**src/rtl/bus_arb_dec_pkg.sv**
```systemverilog
// Shared definitions for the two-master / two-slave bus front end.
//   - arbiter state encoding (owner of the bus)
//   - read-return mux select codes
//   - default slave windows and hold limit
//   - rsel_code(): maps an access and its decode to a read-mux select
package bus_arb_dec_pkg;

  typedef enum logic {
    M0_GRANT = 1'b0,
    M1_GRANT = 1'b1
  } arb_state_t;

  localparam logic [1:0] RSEL_DEF = 2'b00;
  localparam logic [1:0] RSEL_S0  = 2'b10;
  localparam logic [1:0] RSEL_S1  = 2'b01;

  localparam logic [7:0] DEF_S0_BASE   = 8'h00;
  localparam logic [7:0] DEF_S1_BASE   = 8'h20;
  localparam int         DEF_SPAN_BITS = 5;
  localparam int         DEF_MAX_HOLD  = 16;

  // Only a read that hit a slave steers the return mux; everything else
  // (write, miss, idle) falls back to the default source.
  function automatic logic [1:0] rsel_code(input logic rd, input logic s0,
                                           input logic s1);
    if (rd && s0)      return RSEL_S0;
    else if (rd && s1) return RSEL_S1;
    else               return RSEL_DEF;
  endfunction

endpackage

```
**src/rtl/bus_arb_dec_addr_dec.sv**
```systemverilog
// bus_addr_dec: combinational address decoder for the two slave windows.
// Ports:
//   addr    - routed address
//   en      - access qualifier (granted master is requesting)
//   s0_sel  - slave 0 select
//   s1_sel  - slave 1 select (suppressed whenever slave 0 also matches)
module bus_addr_dec
  import bus_arb_dec_pkg::*;
#(
  parameter int                ADDR_W      = 8,
  parameter logic [ADDR_W-1:0] S0_BASE     = ADDR_W'(DEF_S0_BASE),
  parameter logic [ADDR_W-1:0] S1_BASE     = ADDR_W'(DEF_S1_BASE),
  parameter int                S_SPAN_BITS = DEF_SPAN_BITS
) (
  input  logic [ADDR_W-1:0] addr,
  input  logic              en,
  output logic              s0_sel,
  output logic              s1_sel
);

  logic hit0, hit1;

  assign hit0 = (addr[ADDR_W-1:S_SPAN_BITS] == S0_BASE[ADDR_W-1:S_SPAN_BITS]);
  assign hit1 = (addr[ADDR_W-1:S_SPAN_BITS] == S1_BASE[ADDR_W-1:S_SPAN_BITS]);

  // Slave 0 takes priority so overlapping windows never select both.
  assign s0_sel = en & hit0;
  assign s1_sel = en & hit1 & ~hit0;

endmodule

```
**src/rtl/bus_arb_dec.sv**
```systemverilog
// bus_arb_dec: request-side front end of the shared bus.
//   Arbitrates two masters (master 0 is the idle owner, hold-limited
//   hand-over when the other side is waiting), routes the owner's
//   address/write/data to the slaves, decodes slave selects, and registers
//   the read-return mux select one cycle after each access.
// Ports:
//   clk, reset                 - clock, synchronous active-high reset
//   m{0,1}_req/_wr/_addr/_dout - master request, write enable, address, data
//   m{0,1}_grant               - registered bus ownership
//   s_addr, s_wr, s_din        - routed slave-side request
//   s0_sel, s1_sel             - slave selects
//   rsel                       - registered read-mux select (10 s0, 01 s1)
module bus_arb_dec
  import bus_arb_dec_pkg::*;
#(
  parameter int                ADDR_W      = 8,
  parameter int                DATA_W      = 32,
  parameter logic [ADDR_W-1:0] S0_BASE     = ADDR_W'(DEF_S0_BASE),
  parameter logic [ADDR_W-1:0] S1_BASE     = ADDR_W'(DEF_S1_BASE),
  parameter int                S_SPAN_BITS = DEF_SPAN_BITS,
  parameter int                MAX_HOLD    = DEF_MAX_HOLD
) (
  input  logic              clk,
  input  logic              reset,
  input  logic              m0_req,
  input  logic              m0_wr,
  input  logic [ADDR_W-1:0] m0_addr,
  input  logic [DATA_W-1:0] m0_dout,
  input  logic              m1_req,
  input  logic              m1_wr,
  input  logic [ADDR_W-1:0] m1_addr,
  input  logic [DATA_W-1:0] m1_dout,
  output logic              m0_grant,
  output logic              m1_grant,
  output logic [ADDR_W-1:0] s_addr,
  output logic              s_wr,
  output logic [DATA_W-1:0] s_din,
  output logic              s0_sel,
  output logic              s1_sel,
  output logic [1:0]        rsel
);

  localparam int HOLD_W = (MAX_HOLD > 2) ? $clog2(MAX_HOLD) : 1;
  localparam logic [HOLD_W-1:0] HOLD_LAST = HOLD_W'(MAX_HOLD - 1);

  arb_state_t        st, st_nxt;
  logic [HOLD_W-1:0] hold;
  logic              hold_max;
  logic              g_req, g_wr;

  assign hold_max = (hold == HOLD_LAST);

  assign m0_grant = (st == M0_GRANT);
  assign m1_grant = (st == M1_GRANT);

  // Owner mux: everything on the slave side follows the state register.
  always_comb begin
    g_req  = m0_req;
    g_wr   = m0_wr;
    s_addr = m0_addr;
    s_din  = m0_dout;
    if (st == M1_GRANT) begin
      g_req  = m1_req;
      g_wr   = m1_wr;
      s_addr = m1_addr;
      s_din  = m1_dout;
    end
  end

  assign s_wr = g_wr & g_req;

  bus_addr_dec #(
    .ADDR_W      (ADDR_W),
    .S0_BASE     (S0_BASE),
    .S1_BASE     (S1_BASE),
    .S_SPAN_BITS (S_SPAN_BITS)
  ) u_dec (
    .addr   (s_addr),
    .en     (g_req),
    .s0_sel (s0_sel),
    .s1_sel (s1_sel)
  );

  // Owner keeps the bus on simultaneous requests until its hold expires.
  always_comb begin
    st_nxt = st;
    case (st)
      M0_GRANT: if (m1_req && (!m0_req || hold_max)) st_nxt = M1_GRANT;
      M1_GRANT: if (!m1_req || (hold_max && m0_req)) st_nxt = M0_GRANT;
      default:  st_nxt = M0_GRANT;
    endcase
  end

  always_ff @(posedge clk) begin
    if (reset) begin
      st   <= M0_GRANT;
      hold <= '0;
      rsel <= RSEL_DEF;
    end else begin
      st <= st_nxt;
      // Counter saturates at the limit; it only matters once a competitor
      // shows up, at which point the limit forces the hand-over.
      if (st_nxt != st)          hold <= '0;
      else if (g_req && !hold_max) hold <= hold + 1'b1;
      rsel <= rsel_code(g_req & ~g_wr, s0_sel, s1_sel);
    end
  end

endmodule

```
**config.mk**
```make
export PLATFORM = sky130hd
export DESIGN_NAME = bus_arb_dec
export DESIGN_NICKNAME = d
export VERILOG_FILES = /design/src/rtl/bus_arb_dec_pkg.sv /design/src/rtl/bus_arb_dec_addr_dec.sv /design/src/rtl/bus_arb_dec.sv
export SDC_FILE = /design/constraint.sdc
export NUM_CORES = 1
export LEC_CHECK = 0
export CORE_MARGIN = 4
export CORE_UTILIZATION = 22
export DETAILED_ROUTE_END_ITERATION = 8
export PLACE_DENSITY = 0.75
export SLEW_MARGIN = 5
export SYNTH_ARGS = -nofsm -noshare
export SYNTH_HDL_FRONTEND = slang
export SYNTH_SLANG_ARGS = --single-unit
```
**constraint.sdc**
```tcl
create_clock -name clk -period 1.31 [get_ports clk]
set_input_delay 0.131 -clock clk [delete_from_list [all_inputs] [get_ports clk]]
set_output_delay 0.131 -clock clk [all_outputs]
set_load 0.01 [all_outputs]
```
# Word-level counts from Yosys, hierarchy flattened
# Cells that the tools add are included.
word_totals:
  ff_bits: 7
  latch_bits: 0
  ramBits: 0
  romBits: 0
  in_bits: 86
  memories: 0
classes:
  add_sub_neg: 1
  multipliers: 0
  n_div: 0
  n_lt_le_gt_ge: 0
  eq_ne: 3
  n_shift: 0
  muxes: 9
  n_bitwise: 8
  n_reduce_logical: 13
ops:
  columns: ["op", "n"]
  rows:
  - ["2-to-1 mux 32 bit", 1]
  - ["2-to-1 mux 8 bit", 1]
  - ["AND 1 bit", 5]
  - ["logical AND 1 bit", 5]
  - ["2-to-1 mux 1 bit", 5]
  - ["adder 4 x 1 -> 4 bit (second input constant)", 1]
  - ["== test 4 bit (second input constant)", 1]
  - ["OR reduction 2 bit", 2]
  - ["== test 3 x 1 -> 1 bit (second input constant)", 1]
  - ["zero test 1 bit", 3]
  - ["zero test 3 bit", 1]
  - ["NOT 1 bit", 3]
  - ["logical OR 1 bit", 2]
  - ["2-to-1 mux 2 bit", 1]
  - ["one-hot mux 1 bit (2 select lines)", 1]
  - ["inequality test 1 bit", 1]

# Depth between registers and ports, before layout
# Gate-level depths: netlist of the first run.
logic_depth:
  depth_word: 7
  ltp_mapped: 5
  ltp_nobuf: 4

# Modules after synthesis
# From an unflattened synthesis of the first run, not the netlist that was laid out.
hier_totals:
  hier_cells: 87
  hier_area_um2: 890.9
by_module_without_submodules:
  columns: ["mod", "n_inst", "cells_per_inst", "area_each_um2", "seq_area_each_um2"]
  rows:
  - ["bus_arb_dec", 1, 85, 863.3, 140.1]
  - ["bus_addr_dec", 1, 2, 27.5, 0.0]

# Worst setup path after synthesis of the first run
# Ideal clock, no wire load.
synth_timing:
  path_type: "register to register"
  startpoint: "register hold[0]"
  endpoint: "register hold[0]"
  setup_ns: 0.070
  arrival_time_ns: 1.251
  t_required_ns: 1.240
  path_slack_ns: -0.011
  path_stages_with_launch: 6
  synth_period_minus_slack_ns: 1.321
  cell_sequence: "dfxtp_1 ha_1 and3_1 buf_2 or3_1 a21oi_1"
synth_via:
  elab_chain_cells: 7
  elab_cells_between_ends: 13
synth_rtl:
  columns: ["element", "line_no", "rtl"]
  rows:
  - ["start, declared", "bus_arb_dec.sv:47", "logic [HOLD_W-1:0] hold;"]
  - ["start signal, assigned", "bus_arb_dec.sv:104", "else if (g_req && !hold_max) hold <= hold + 1'b1;"]
  - ["== test 4 bit", "bus_arb_dec.sv:51", "assign hold_max = (hold == HOLD_LAST);"]
  - ["logical AND 1 bit / logical OR 1 bit (equally long branches)", "bus_arb_dec.sv:89, bus_arb_dec.sv:88", null]
  - ["logical OR 1 bit / logical AND 1 bit (equally long branches)", "bus_arb_dec.sv:89, bus_arb_dec.sv:88", null]
  - ["2-to-1 mux 1 bit, on equally long branches", "bus_arb_dec.sv:89, bus_arb_dec.sv:88", null]
  - ["one-hot mux 1 bit (2 select lines)", "bus_arb_dec.sv:87", "case (st)"]
  - ["inequality test 1 bit", "bus_arb_dec.sv:103", "if (st_nxt != st) hold <= '0;"]
  - ["OR reduction 2 bit (no line)", null, null]
# Parallel ways exist; a longest one is shown, timed or not.
# A chain may end at the register's enable or synchronous reset.

# Worst setup path after layout of the first run
layout_timing:
  startpoint: "register st (netlist: m1_grant)"
  endpoint: "output port s1_sel"
layout_via:
  elab_chain_cells: 4
  elab_cells_between_ends: 7
layout_rtl:
  columns: ["element", "line_no", "rtl"]
  rows:
  - ["start, declared", "bus_arb_dec.sv:46", "arb_state_t st, st_nxt;"]
  - ["start signal, assigned", "bus_arb_dec.sv:100", "st <= st_nxt;"]
  - ["2-to-1 mux 8 bit", "bus_arb_dec.sv:62", "if (st == M1_GRANT) begin"]
  - ["== test 3 x 1 -> 1 bit / zero test 3 bit (equally long branches)", "bus_arb_dec_addr_dec.sv:24, bus_arb_dec_addr_dec.sv:23", null]
  - ["AND 1 bit / NOT 1 bit (equally long branches)", "bus_arb_dec_addr_dec.sv:28", "assign s1_sel = en & hit1 & ~hit0;"]
  - ["AND 1 bit *", "bus_arb_dec_addr_dec.sv:28", null]
  - ["end, declared", "bus_arb_dec.sv:39", "output logic s1_sel,"]
# Mark *: on every way between the ends. The rest lies on a longest branch, timed or not.

==> qor.yml, run 1 <==
floorplanning:
  core_area_um2: 4060
  fp.dieH_um: 73.0
  rows: 23
  dieArea_um2: 5330
  initial_core_util: 0.229
  pin_count: 133
  die_w_um: 73.0
detailed_routing:
  antenna_left: 0
  routed_wl_um: 5480
  vias_per_cell: 4.46
  drt_iter0_markers: 33
  drc: 0
  avgRoutedWirePerCell_um: 17.9
  vias: 1365
  first_pass_iters: 3
synthesis:
  synth.distinct_cells: 32
  synth_edf_count: 0
  synth-seq-cells: 7
  yosys.cell_count.top_type: "mux2_2"
  synth.top_cells.by_area: "mux2_2 (47%), dfxtp_1 (15%), buf_4 (3.2%)"
  async_reset_ff_frac: 0
  synthTopCellsByCount: "mux2_2 (39), dfxtp_1 (7), a21oi_1 (4), buf_4 (4), nor3_1 (4)"
  syn_inst: 92
  seq_area_frac_synth: 0.151
  ys.flop_type: "dfxtp_1"
  syn_area_um2: 930
  yosys_warnings: 0
  syn_nets: 179
  yosys.area.top_type_share: 0.472
  syn_avg_cell_area_um2: 10.1
  yosysTopAreaCell: "mux2_2"
critical_path:
  r2r_start: "m1_grant"
  critPathTopFamily: "flip-flops"
  worstSetupPathType: "reg -> out"
  cp.arrival_ns: 1.40
  cp_slowest_cell: "dfxtp_4"
  worstSetupStartpointType: "flip-flop"
  cp_slowest_stage_delay_ns: 0.44
  cp-end-kind: "primary output"
  crit_fanout: 8
  cp.required_ns: 1.18
  crit_chain: "buf_6 > mux2_4 > o21ai_4 > nor2_1 > buf_2"
  startpoint: "m1_grant"
  cp_num_buf_inv: 2
timing:
  finalHoldViolCount: 0
  rsz0062_at_grt: "yes"
  worst_clock_skew_ns: 0.00238
  period_share: 1.17
  worst_pin_slew_ns: 0.237
  max_freq_mhz: 654
  setup_violations: 49
  drv_slew: 0
  relSlewSlack: 0.840
  fin_ws_ns: -0.218
  min_period_ns: 1.53
job:
  maxCapViolCount: 0
power:
  power_density_nw_per_um2: 508
  power.leakage_nw: 1.28
  ir_drop_mv: 0.315
clocking:
  clkTransAtPathRegs_ns: 0.04
  cts_buffers: 3
  clk_path_buf_depth: 2
  htree_levels: 1
  postCtsHoldBufs: 0
  root_buffer: "clkbuf_8"
  cts_tree: "built"
  clkLatencyLatePin_ns: 0.23
  cts_sinks: 7
outcome:
  status: "finished, violations left"
  violations: "negative setup slack"
placed_design:
  dpl.hpwl_um: 3920
  dpl_worst_slack_ns: -0.449
  dp.cells: 285
  port_buffers: 132
  gp_congestion: 0.836
global_route:
  grt_pass1_vias: 1471
  grt_remaining_overflow: 0
  grt_pass1_wl_um: 7860
  grt_max_degree: 9
  antenna_found_initial: 0
  gr-usage-all-layers: 0.193
layout:
  fin_cells: 306
  insertedDiodeCount: 0
  multi_input_area_um2: 931
  syn_to_final_growth_pct: 213
  nets: 344
  drive_above_1_share: 0.551
  nFillCells: 284
  regArea_um2: 144
min_path:
  hold_path_class: "reg -> reg"
  hold_start: "hold[3]"
-- layout make-up --
class,count,share of cell area
Sequential cell,7,0.0494
Inverter,2,0.00258
Timing Repair Buffer,167,0.591
Tap cell,50,0.0215
Multi-Input combinational cell,76,0.320
Clock buffer,4,0.0155
-- sequential cells by signal, summed over array words and instances (netlist names) --
signal	cells
hold	4
m1_grant	1
rsel	2
-- repair_timing --
| item | CTS | global route |
|---|---|---|
| endpoints found under the setup margin | 51 | 51 |
| cloned | 2 | 0 |
| setup buffers | 9 | 7 |
| resized for setup | 288 | 8 |
| pin swaps | 2 | 4 |
-- worst paths after layout --
check             to  depth (start not counted)  slack [ns]
max reg2reg  hold[2]                          5       -0.12
min reg2reg  hold[3]                          1        0.53
min          hold[3]                          1        0.53
max           s1_sel                          5       -0.22
-- cells by family (layout without fill, tap and decap cells) --
| logic type | Yosys count | in the layout | synth area share |
|---|---|---|---|
| AO/OA/AOI/OAI | 12 | 12 | 0.0942 |
| XOR/XNOR | 1 | 1 | 0.00942 |
| adder cells (fa/ha/maj) | 1 | 1 | 0.0135 |
| buffers and inverters | 9 | 173 | 0.0700 |
| flip-flops | 7 | 7 | 0.151 |
| multiplexers | 42 | 42 | 0.524 |
| AND/OR/NAND/NOR | 20 | 20 | 0.139 |
-- layout by cell type, fill, tap and decap left out, types with 2 or more instances in the layout --
cell / count
a21oi_1: 2
nor3_2: 2
nor3_1: 3
or3_4: 2
nor2_1: 3
a21oi_2: 2
mux2i_4: 2
buf_2: 3
buf_12: 2
buf_6: 56
mux2_2: 2
clkdlybuf4s50_1: 87
clkbuf_8: 3
buf_4: 14
o21ai_0: 2
mux2_4: 38
buf_8: 3
dfxtp_1: 6
-- per-stage QoR --
stage	TNS [ns]	instance area (µm²)	power [W]	hold slack, ns	utilization
global placement	-14.23	2410	0.000980	0.512	0.593
detailed placement	-15.08	2410	0.000984	0.503	0.593
global route	-8.71	2910	0.00155	0.553	0.718
CTS	-6.70	2850	0.00145	0.534	0.702
finish	-6.60	2910	0.00148	0.534	0.718
floorplan	0	932	0.000473	0.223	-
-- per-layer routing --
layer  global-route usage  routed length [µm]  vias to the layer above
met5                    0                   0                        -
met1                0.213                1930                      626
met3               0.0537                 334                        6
met2                0.358                3150                       59
li1                     -                   -                      674
met4               0.0492                  70                        0
-- power breakdown --
part           switching (W)  internal, W  leakage, nW
Sequential        0.00000871     0.000220       0.0575
Combinational       0.000295     0.000656         1.20
Clock              0.0000910     0.000210       0.0228
Note: power is estimated with default switching activity, not from simulation.
==> run 2: changes to the inputs <==
--- a/config.mk
+++ b/config.mk
@@ -6,9 +6,9 @@
 export NUM_CORES = 1
 export LEC_CHECK = 0
 export CORE_MARGIN = 4
-export CORE_UTILIZATION = 22
+export CORE_UTILIZATION = 24
 export DETAILED_ROUTE_END_ITERATION = 8
-export PLACE_DENSITY = 0.75
+export PLACE_DENSITY = 0.78
 export SLEW_MARGIN = 5
 export SYNTH_ARGS = -nofsm -noshare
 export SYNTH_HDL_FRONTEND = slang
==> constraint.sdc (replaced) <==
create_clock -name clk -period 1.5 [get_ports clk]
set_input_delay 0.15 -clock clk [delete_from_list [all_inputs] [get_ports clk]]
set_output_delay 0.15 -clock clk [all_outputs]
set_load 0.01 [all_outputs]
==> run 2 against run 1 <==
Against the previous run: the flow still finishes with violations (negative setup slack); cell area is 10% lower; routed wire length is 13% lower; sequential power is 13% lower; sequential share of layout area is 0.55 points higher; register-to-register slack better by 0.23 ns; non-clock buffer count is 13 lower; combinational power is 24% lower.
==> qor.yml, run 2 (synthesized netlist as in run 1, its figures left out) <==
floorplanning:
  fp.dieH_um: 70.2
  initial_core_util: 0.252
  die_w_um: 70.2
  core_area_um2: 3690
  rows: 22
  pin_count: 133
  dieArea_um2: 4930
critical_path:
  worstSetupStartpointType: "flip-flop"
  worstSetupPathType: "reg -> out"
  startpoint: "m1_grant"
  cp_slowest_stage_delay_ns: 0.36
  cp-end-kind: "primary output"
  cp.arrival_ns: 1.35
  r2r-end: "hold[3]"
  reg2reg_depth: 5
  timing.critical_path.to: "s0_sel"
  cp.required_ns: 1.35
  critPathTopFamily: "flip-flops"
  r2r_start: "m1_grant"
  cp_slowest_cell: "dfxtp_4"
  reg2reg_setup_slack_ns: 0.11
  crit_chain: "buf_4 > mux2_4 > o21ai_2 > nor2_1 > clkbuf_2"
  cp_num_cells: 5
  crit_fanout: 4
  cp_num_buf_inv: 2
global_route:
  gr-usage-all-layers: 0.177
  grt_pass1_wl_um: 6930
  grt_pass1_vias: 1439
  grt_util_met1: 0.179
  met3_usage: 0.0518
  grt_remaining_overflow: 0
  busiest_layer: "met2"
  grt_use_met2: 0.332
  antenna_found_initial: 0
  grt_max_degree: 8
layout:
  nets: 331
  syn_to_final_growth_pct: 182
  insertedDiodeCount: 0
  regArea_um2: 144
  multi_input_area_um2: 825
  final_cell_mix: "clkdlybuf4s50_1 (87), buf_6 (36), mux2_4 (21)"
  final_util: 0.710
  mostFrequentLayoutCell: "clkdlybuf4s50_1"
  drive_above_1_share: 0.498
  largest-register: "hold"
  largest_reg_flops: 4
  nFillCells: 284
outcome:
  status: "finished, violations left"
  violations: "negative setup slack"
clocking:
  root_buffer: "clkbuf_8"
  cts_sinks: 7
  clk_path_buf_depth: 2
  cts_tree: "built"
  clkLatencyLatePin_ns: 0.23
  clkTransAtPathRegs_ns: 0.04
  htree_levels: 1
  cts_buffers: 3
power:
  power_density_nw_per_um2: 457
  total_power_w: 0.00120
  power.leakage_nw: 1.12
  ir_drop_mv: 0.256
timing:
  drv_slew: 0
  min_period_ns: 1.50
  setup_violations: 1
  worst_clock_skew_ns: 0.00168
  worst_pin_slew_ns: 0.280
  rsz0062_at_grt: "yes"
  period_share: 1.00
  fin_ws_ns: -0.000693
  finalHoldViolCount: 0
  relSlewSlack: 0.812
  max_freq_mhz: 666
detailed_routing:
  first_pass_iters: 4
  vias_per_cell: 4.69
  drt_iter0_markers: 33
  vias: 1364
  drc: 0
  avgRoutedWirePerCell_um: 16.3
  routed_wl_um: 4750
  antenna_left: 0
min_path:
  hold_path_class: "reg -> reg"
placed_design:
  gp_congestion: 0.792
  dpl.hpwl_um: 3900
  port_buffers: 132
  dpl_worst_slack_ns: -0.234
job:
  maxCapViolCount: 0
run 2: cell types whose count changed in the layout (fill, tap and decap cells not counted), moves of 2 or more:
cell,previous run,this run
buf_4,14,12
buf_6,56,36
buf_2,3,8
clkbuf_2,1,3
dlygate4sd2_1,0,3
mux2_4,38,21
a21oi_1,2,4
a21oi_2,2,0
mux2_2,2,19
run 2: timing repair:
action	CTS	global route
resized for setup	179	62
pin swaps	2	1
setup buffers	7	2
gates cloned	1	0
hold buffers	0	0
endpoints found under the setup margin	45	31
run 2: worst min-delay path by stage:
stage	startpoint	end	slack (ns)	cells after the start
2_1_floorplan	m0_req	m1_grant	0.24	1
3_3_place_gp	hold[3]	hold[3]	0.50	1
3_5_place_dp	hold[3]	hold[3]	0.50	1
4_1_cts	hold[3]	hold[3]	0.51	1
5_1_grt	hold[1]	hold[1]	0.54	2
6_report	hold[1]	hold[1]	0.52	2
run 2: where the power goes:
part           leakage (nW)  internal [W]  total, W  switching [W]
Combinational          1.04      0.000500  0.000725       0.000225
Sequential           0.0575      0.000192  0.000198     0.00000646
Clock                0.0228      0.000185  0.000275      0.0000904
run 2: final cells by class:
| class | count | share of cell area |
|---|---|---|
| Clock buffer | 4 | 0.0172 |
| Inverter | 2 | 0.00287 |
| Multi-Input combinational cell | 76 | 0.315 |
| Sequential cell | 7 | 0.0549 |
| Tap cell | 48 | 0.0229 |
| Timing Repair Buffer | 154 | 0.587 |
run 2: worst min-delay path, stage by stage (launching register included):
cell and delay (ns):
dfxtp_1 0.33, o21ai_0 0.08, a21oi_1 0.07
run 2: routing by layer:
layer / part of all wire / up-vias
met5: 0 / -
met4: 0.031 / 0
met3: 0.086 / 10
met2: 0.55 / 81
met1: 0.33 / 621
li1: - / 652
run 2: stage by stage:
step           hold WS (ns)   TNS [ns]  area (µm²)  instances
2_1_floorplan         0.242          0         930         92
3_3_place_gp          0.498      -4.61        2440        282
3_5_place_dp          0.503      -4.60        2440        282
4_1_cts               0.508     -0.943        2460        292
5_1_grt               0.543    -0.0937        2620        291
6_report              0.519  -0.000693        2620        291
